`src/rtl/audio_codec_slave_port.sv`:
```
// Codec-side slave end of a 16-bit I2S-style audio link: deserializes DAC frames from DIN, serializes ADC pairs onto DOUT.
// Optional feature macro: AUDIO_SLAVE_LOOPBACK_EN (adds loopback port; completed frames are written back into the tx holding register).
module audio_codec_slave_port #(
  parameter int DATA_W = 16,
  parameter int SYNC_N = 2
) (
  input  logic              clk,
  input  logic              reset,
  input  logic              bclk,
  input  logic              lrc,
  input  logic              din,
  output logic              dout,
  output logic [DATA_W-1:0] dac_data_l,
  output logic [DATA_W-1:0] dac_data_r,
  output logic              dac_data_valid,
  input  logic [DATA_W-1:0] adc_data_l,
  input  logic [DATA_W-1:0] adc_data_r,
  input  logic              adc_load,
  output logic              adc_req,
  output logic              frame_err
`ifdef AUDIO_SLAVE_LOOPBACK_EN
  ,
  input  logic              loopback
`endif
);

  localparam int FW = 2 * DATA_W;
  localparam int KW = $clog2(FW);

  typedef enum logic [1:0] {IDLE, LEFT, RIGHT} state_t;

  state_t          state;
  logic [SYNC_N-1:0] bclk_sync, lrc_sync, din_sync;
  logic            bclk_d, lrc_last;
  logic [KW-1:0]   k;
  logic [FW-1:0]   rx_shift, tx_shift, hold;

  logic            bclk_s, lrc_s, din_s;
  logic            bclk_rise, bclk_fall, lrc_rise, lrc_expect;
  logic            proto_err, start, latch, lb_latch;
  logic [FW-1:0]   rx_next, adc_pair;

  always_comb begin
    bclk_s     = bclk_sync[SYNC_N-1];
    lrc_s      = lrc_sync[SYNC_N-1];
    din_s      = din_sync[SYNC_N-1];
    bclk_rise  = bclk_s & ~bclk_d;
    bclk_fall  = ~bclk_s & bclk_d;
    lrc_rise   = lrc_s & ~lrc_last;
    rx_next    = {rx_shift[FW-2:0], din_s};
    adc_pair   = {adc_data_l, adc_data_r};
    lrc_expect = (state == LEFT) ? (k < KW'(DATA_W)) : 1'b0;
    // A fresh lrc rise mid-frame is always a violation, even where lrc=1 is expected.
    proto_err  = bclk_fall && (state != IDLE) && ((lrc_s != lrc_expect) || lrc_rise);
    start      = bclk_fall && lrc_rise;
    latch      = bclk_fall && (state == RIGHT) && (k == KW'(FW - 1)) && !proto_err;
`ifdef AUDIO_SLAVE_LOOPBACK_EN
    lb_latch   = latch && loopback;
`else
    lb_latch   = 1'b0;
`endif
    dout       = tx_shift[FW-1];
  end

  always_ff @(posedge clk or posedge reset) begin
    if (reset) begin
      bclk_sync      <= '0;
      lrc_sync       <= '0;
      din_sync       <= '0;
      bclk_d         <= 1'b0;
      lrc_last       <= 1'b0;
      state          <= IDLE;
      k              <= '0;
      rx_shift       <= '0;
      tx_shift       <= '0;
      hold           <= '0;
      dac_data_l     <= '0;
      dac_data_r     <= '0;
      dac_data_valid <= 1'b0;
      adc_req        <= 1'b0;
      frame_err      <= 1'b0;
    end else begin
      bclk_sync      <= {bclk_sync[SYNC_N-2:0], bclk};
      lrc_sync       <= {lrc_sync[SYNC_N-2:0], lrc};
      din_sync       <= {din_sync[SYNC_N-2:0], din};
      bclk_d         <= bclk_s;
      dac_data_valid <= 1'b0;
      adc_req        <= 1'b0;
      frame_err      <= 1'b0;
      if (bclk_fall) lrc_last <= lrc_s;

      if (lb_latch) hold <= rx_next;
      else if (adc_load) hold <= adc_pair;

      if (start) begin
        // Restart also covers the mid-frame violation case; the new pair wins over hold.
        state     <= LEFT;
        k         <= KW'(1);
        rx_shift  <= rx_next;
        tx_shift  <= adc_load ? adc_pair : hold;
        adc_req   <= 1'b1;
        frame_err <= proto_err;
      end else if (proto_err) begin
        frame_err <= 1'b1;
        state     <= IDLE;
        k         <= '0;
      end else begin
        case (state)
          IDLE: tx_shift <= hold;
          LEFT: begin
            if (bclk_rise) tx_shift <= {tx_shift[FW-2:0], 1'b0};
            if (bclk_fall) begin
              rx_shift <= rx_next;
              k        <= k + KW'(1);
              if (k == KW'(DATA_W)) state <= RIGHT;
            end
          end
          RIGHT: begin
            if (bclk_rise) tx_shift <= {tx_shift[FW-2:0], 1'b0};
            if (latch) begin
              state          <= IDLE;
              k              <= '0;
              dac_data_l     <= rx_next[FW-1:DATA_W];
              dac_data_r     <= rx_next[DATA_W-1:0];
              dac_data_valid <= 1'b1;
            end else if (bclk_fall) begin
              rx_shift <= rx_next;
              k        <= k + KW'(1);
            end
          end
          default: state <= IDLE;
        endcase
      end
    end
  end

endmodule

```
`config.mk`:
```
export PLATFORM = sky130hd
export DESIGN_NAME = audio_codec_slave_port
export DESIGN_NICKNAME = d
export VERILOG_FILES = /design/src/rtl/audio_codec_slave_port.sv
export SDC_FILE = /design/constraint.sdc
export NUM_CORES = 1
export LEC_CHECK = 0
export CAP_MARGIN = 30
export CORE_ASPECT_RATIO = 0.9
export CORE_UTILIZATION = 40
export CTS_CLUSTER_DIAMETER = 100
export DETAILED_ROUTE_END_ITERATION = 10
export PLACE_DENSITY = 0.6
export SYNTH_ARGS = -nofsm -noshare
export SYNTH_HDL_FRONTEND = slang
export SYNTH_SLANG_ARGS = --single-unit
export TNS_END_PERCENT = 1
```
`constraint.sdc`:
```
create_clock -name clk -period 9.64 [get_ports clk]
set_clock_uncertainty 0.2 [all_clocks]
set_input_delay 2.892 -clock clk [delete_from_list [all_inputs] [get_ports clk]]
set_output_delay 2.892 -clock clk [all_outputs]
set_load 0.01 [all_outputs]
```
Yosys cells after proc, flatten, opt, wreduce, memory -nomap -nowiden
Index checks and enable logic that the tools add are counted.

operators by class
  muxes and demuxes = 29
  $add $sub $neg = 1
  bitwise operators = 8
  eq/ne operators = 12
  order comparisons = 1
  reduce and logical (&&, ||, !) cells = 18

operator list
  kind                   number
  $mux W32               8
  $pmux W32 S2           2
  $mux W5                4
  $eq A5 B5 Y1 const B   2
  $mux W2                5
  $pmux W5 S2            1
  $mux W1                8
  $ne A4 B4 Y1 const B   2
  $reduce_and A4 Y1      2
  $logic_and A1 B1 Y1    6
  $ne A3 B3 Y1 const B   2
  $pmux W2 S3            1
  $reduce_and A3 Y1      2
  $reduce_bool A3 Y1     2
  $add A5 B1 Y5 const B  1
  $lt A5 B5 Y1 const B   1
  $not A1 Y1             5
  $ne A4 B3 Y1 const B   1
  $reduce_bool A4 Y1     1
  $and A1 B1 Y1          3
  $ne A3 B1 Y1 const B   1
  $eq A2 B1 Y1 const B   1
  $eq A2 B2 Y1 const B   1
  $logic_not A2 Y1       1
  other kinds (6)        6

word-level totals
  word-level logic and storage cells = 84
  register bits after elaboration = 146

Depth between registers and ports, before layout
  depth in word-level cells = 11
  mapped depth = 9

Worst setup path before layout
No wires, ideal clock.

  kind = input to register
  start = in adc_load
  end = reg tx_shift[0]
  path buffers = 2
  path slack = 5.403 ns
  stages = 5
  arrival = 3.903 ns
  path through = clkbuf_1 buf_1 mux2_2 nand2_1 o21ai_0

between the ends
  word-level cells in the longest chain between the ends = 2

ends and longest elaborated chain
  what                    RTL line  source
  start: declaration      18        input logic adc_load,
  $mux W32                -
  $mux W32                95        if (start) begin
  end signal: assignment  100       tx_shift <= adc_load ? adc_pair : hold;
  end signal: assignment  109       IDLE: tx_shift <= hold;
  end signal: assignment  111       if (bclk_rise) tx_shift <= {tx_shift[FW-2:0], 1'b0};
  end: declaration        36        logic [FW-1:0] rx_shift, tx_shift, hold;

Every way passes these cells.
A chain may end at the register's enable or synchronous reset.

==> impl_summary.log <==
INFO  metric power.share.switching = 29.5%
INFO  metric setup_tns = 0 ps
INFO  metric crit_start = reset
INFO  metric largest_net_degree_at_the_start_of_global_routing = 78
INFO  metric final_antenna_net_count = 0
INFO  metric nature_of_the_critical_path_startpoint = input port
INFO  metric grt_remaining_overflow = 0
INFO  metric net-switching-power = 0.570 mW
INFO  metric cts_made_buffers = 17
INFO  metric routabilityCongestion = 0.716
INFO  metric pin_slew_with_the_least_headroom_to_its_limit = 844 ps
INFO  metric synth_area_leaders = dfrtp_1, mux2_2, mux2_4, mux2i_1, o21ai_0
INFO  metric hp-class = flip-flop to flip-flop
INFO  metric report.power.total = 1.93 mW
INFO  metric dr.pass1.iters = 4
INFO  metric post-route-worst-setup-slack = 5140 ps
INFO  metric yosys.area_share.adder = 1.20%
INFO  metric fill_cells = 1,292
INFO  metric yosys_warnings = 0
INFO  metric largest_family_of_logic_cells_by_synthesized_area = multiplexers
INFO  metric global_route.usage.total = 15.5%
INFO  metric regToRegStartpoint = state[0]
INFO  metric postSynth.asyncResetShare = 100%
INFO  metric irDropWorstVdd = 198 uV
INFO  metric ys_ff_latch = 145
INFO  metric die_w = 134 um
INFO  metric synthSimpleGateAreaFrac = 6.48%
INFO  metric multi_input_area = 2470 um2
INFO  metric postCtsResizedCells = 0
INFO  metric whs = 150 ps
INFO  metric worstHoldStart = din_sync[0]
INFO  metric setup_violations = 0
INFO  metric seq_power_share = 41.0%
INFO  metric die_h = 121 um
INFO  metric final_min_period_over_clock_period = 46.7%
INFO  metric clock_power_share = 33.7%
INFO  metric critical_path.endpoint_type = asynchronous set/reset pin
INFO  metric cts_tree = done
INFO  metric synth_sequential_area_ratio = 58.0%
INFO  metric cts_max_level = 4
INFO  metric wl_per_cell = 14.7 um
INFO  metric hold_viol = 0
INFO  metric detailed_place.area = 7190 um2
INFO  metric synth_nets = 537
INFO  metric rsz0062_at_grt = no
INFO  metric clock-root-buffer = clkbuf_16
INFO  metric cts_setup_buffers = 0
INFO  metric final_cell_area = 7790 um2
INFO  metric floorplan.io_pins = 74
INFO  metric numPortBuffers = 73
INFO  metric hpwlAfterDp = 7.19 mm
INFO  metric floorplan.initialDensity = 41.8%
INFO  metric vias_in_the_first_global_route = 3,822
INFO  metric critical_path_required = 9870 ps
INFO  metric synth_cells = 493
INFO  metric synthDominantAreaCellType = dfrtp_1
INFO  metric final_period_minus_worst_setup_slack = 4500 ps
INFO  metric power.share.combinational = 25.3%
INFO  metric critical_path.slowest_cell = buf_4
INFO  metric synth_compound_gate_area_share = 7.46%
INFO  metric post_synth_mux_area_share = 24.0%
INFO  metric timing.critical_path.arrival = 4730 ps
INFO  metric timing.critical_path.cells = clkdlybuf4s50_1, inv_6, buf_4
INFO  metric cell_internal_pwr = 1.36 mW
INFO  metric post_synth_xor_area_fraction = 0%
INFO  metric timing.setup.critical_path_class = input port to asynchronous set/reset pin
INFO  metric worst-path-max-fanout = 77
INFO  metric core-area = 15,000 um2
INFO  metric clock_sink_count = 145
INFO  metric starting_drt_drc_count = 256
INFO  metric wire_length_of_the_first_global_routing_pass = 19.6 mm
INFO  metric slew_headroom = 43.7%
INFO  metric run_status = finished clean
INFO  metric synth-edff-count = 0
INFO  metric synth_top_area_share = 58.0%
INFO  metric cts.clk_slew.worst_paths = 60 ps
INFO  metric layout-drive-gt1-share = 24.7%
INFO  metric cpPeakStageDelay = 800 ps
INFO  metric clock.fmax = 0.222 GHz
INFO  metric finish.utilization = 52.0%
INFO  metric ys_dominant_reg_cell = dfrtp_1
INFO  metric routed-via-count = 3,863
INFO  metric layout.cells.non_filler = 773
INFO  metric grt_antenna_before_repair = 0
INFO  metric drc_errors = 0
INFO  metric syn_avg_cell_area = 12.7 um2
INFO  metric placed_cells = 741
INFO  metric clockBufferDepth = 2
INFO  metric finalNetCount = 606
INFO  metric slew_viol_final = 0
INFO  metric post-place-ws = 4580 ps
INFO  metric netlist-cell-type-count = 36
INFO  metric clock_insertion_delay_worst_skew = 410 ps
INFO  metric viasPerCell = 5.00
INFO  metric die-area = 16,100 um2
INFO  metric power_density = 248 nW/um2
INFO  metric sequential_cell_area = 3630 um2
INFO  metric cap_violations = 0
INFO  metric p_leak = 3.59 nW
INFO  metric area_delta_synth_final = 24.4%
INFO  metric num_antenna_cells = 0
INFO  metric route.final.wire_length = 11.4 mm
INFO  metric netlist_area = 6260 um2
INFO  metric rows = 42
INFO  metric cts.hold.buffers_added = 0
-- power groups by stage --
stage	clock network (mW)	logic, mW	registers [mW]
4_1_cts	0.671	0.497	0.793
2_1_floorplan	0	0.383	0.782
3_3_place_gp	0	0.476	0.798
3_5_place_dp	0	0.497	0.804
5_1_grt	0.697	0.556	0.808
6_report	0.652	0.489	0.794
-- cells in the mapped netlist (2+ instances only) --
| cell | instances |
|---|---|
| nor2b_1 | 2 |
| nand3_1 | 2 |
| ha_1 | 6 |
| mux2_4 | 29 |
| dfrtp_1 | 145 |
| nand2_1 | 36 |
| and3_1 | 3 |
| o21ai_0 | 39 |
| inv_1 | 8 |
| clkbuf_1 | 16 |
| buf_2 | 7 |
| a21oi_1 | 35 |
| mux2_2 | 67 |
| mux2i_1 | 31 |
| nor2_1 | 39 |
| a22oi_1 | 3 |
| buf_6 | 4 |
| buf_1 | 3 |
-- area by class of cell --
class / instances / share of cell area (%)
Sequential cell: 145 / 46.6
Multi-Input combinational cell: 310 / 31.7
Timing Repair Buffer: 80 / 10.4
Clock buffer: 20 / 5.87
Tap cell: 198 / 3.18
Clock inverter: 12 / 1.78
Inverter: 8 / 0.450
-- cells by family after synthesis --
kind of cell | Yosys count
flip-flops | 145
buffers and inverters | 38
multiplexers | 127
AO/OA/AOI/OAI | 85
adder cells (fa/ha/maj) | 6
AND/OR/NAND/NOR | 92
-- registers in the layout, indices dropped and copies added, names as in the netlist, 2 cells and up --
register,count
hold,32
tx_shift,32
rx_shift,31
dac_data_l,16
dac_data_r,16
k,5
bclk_sync,2
din_sync,2
lrc_sync,2
state,2
-- path summary, 6_finish.rpt --
check                                 to  slack, ps  cells after the start
min in group asynchronous        hold[9]       2790                      2
hold / removal               din_sync[1]        150                      0
setup / recovery            rx_shift[21]       5140                      3
hold reg to reg              din_sync[1]        150                      0
max in group clk           dac_data_l[4]       5220                      1
setup reg to reg             tx_shift[8]       6470                      9
-- routing by layer --
metal | part of all wire, % | vias up | wire (um) | track usage [%]
met1 | 48 | 1920 | 5480 | 21.7
li1 | - | 1866 | - | -
met3 | 3.8 | 14 | 434 | 3.73
met4 | 1.5 | 0 | 168 | 6.18
met5 | 0 | - | 0 | 0
met2 | 47 | 63 | 5310 | 23.1
-- critical path: cells and delay by family --
kind                   cells  cell delay (ps)
buffers and inverters      3             1800
-- cell usage in the layout (no fill, tap or decap), drive strengths merged, types with 2 or more instances in the layout --
cell           count
dfrtp            145
mux2              96
clkdlybuf4s50     73
o21ai             39
nor2              39
nand2             36
a21oi             35
mux2i             31
clkbuf            20
clkinv             9
inv                8
buf                7
ha                 6
and3               3
a22oi              3
bufinv             3
nor2b              2
nand3              2
Note: power is estimated with default switching activity, not from simulation.
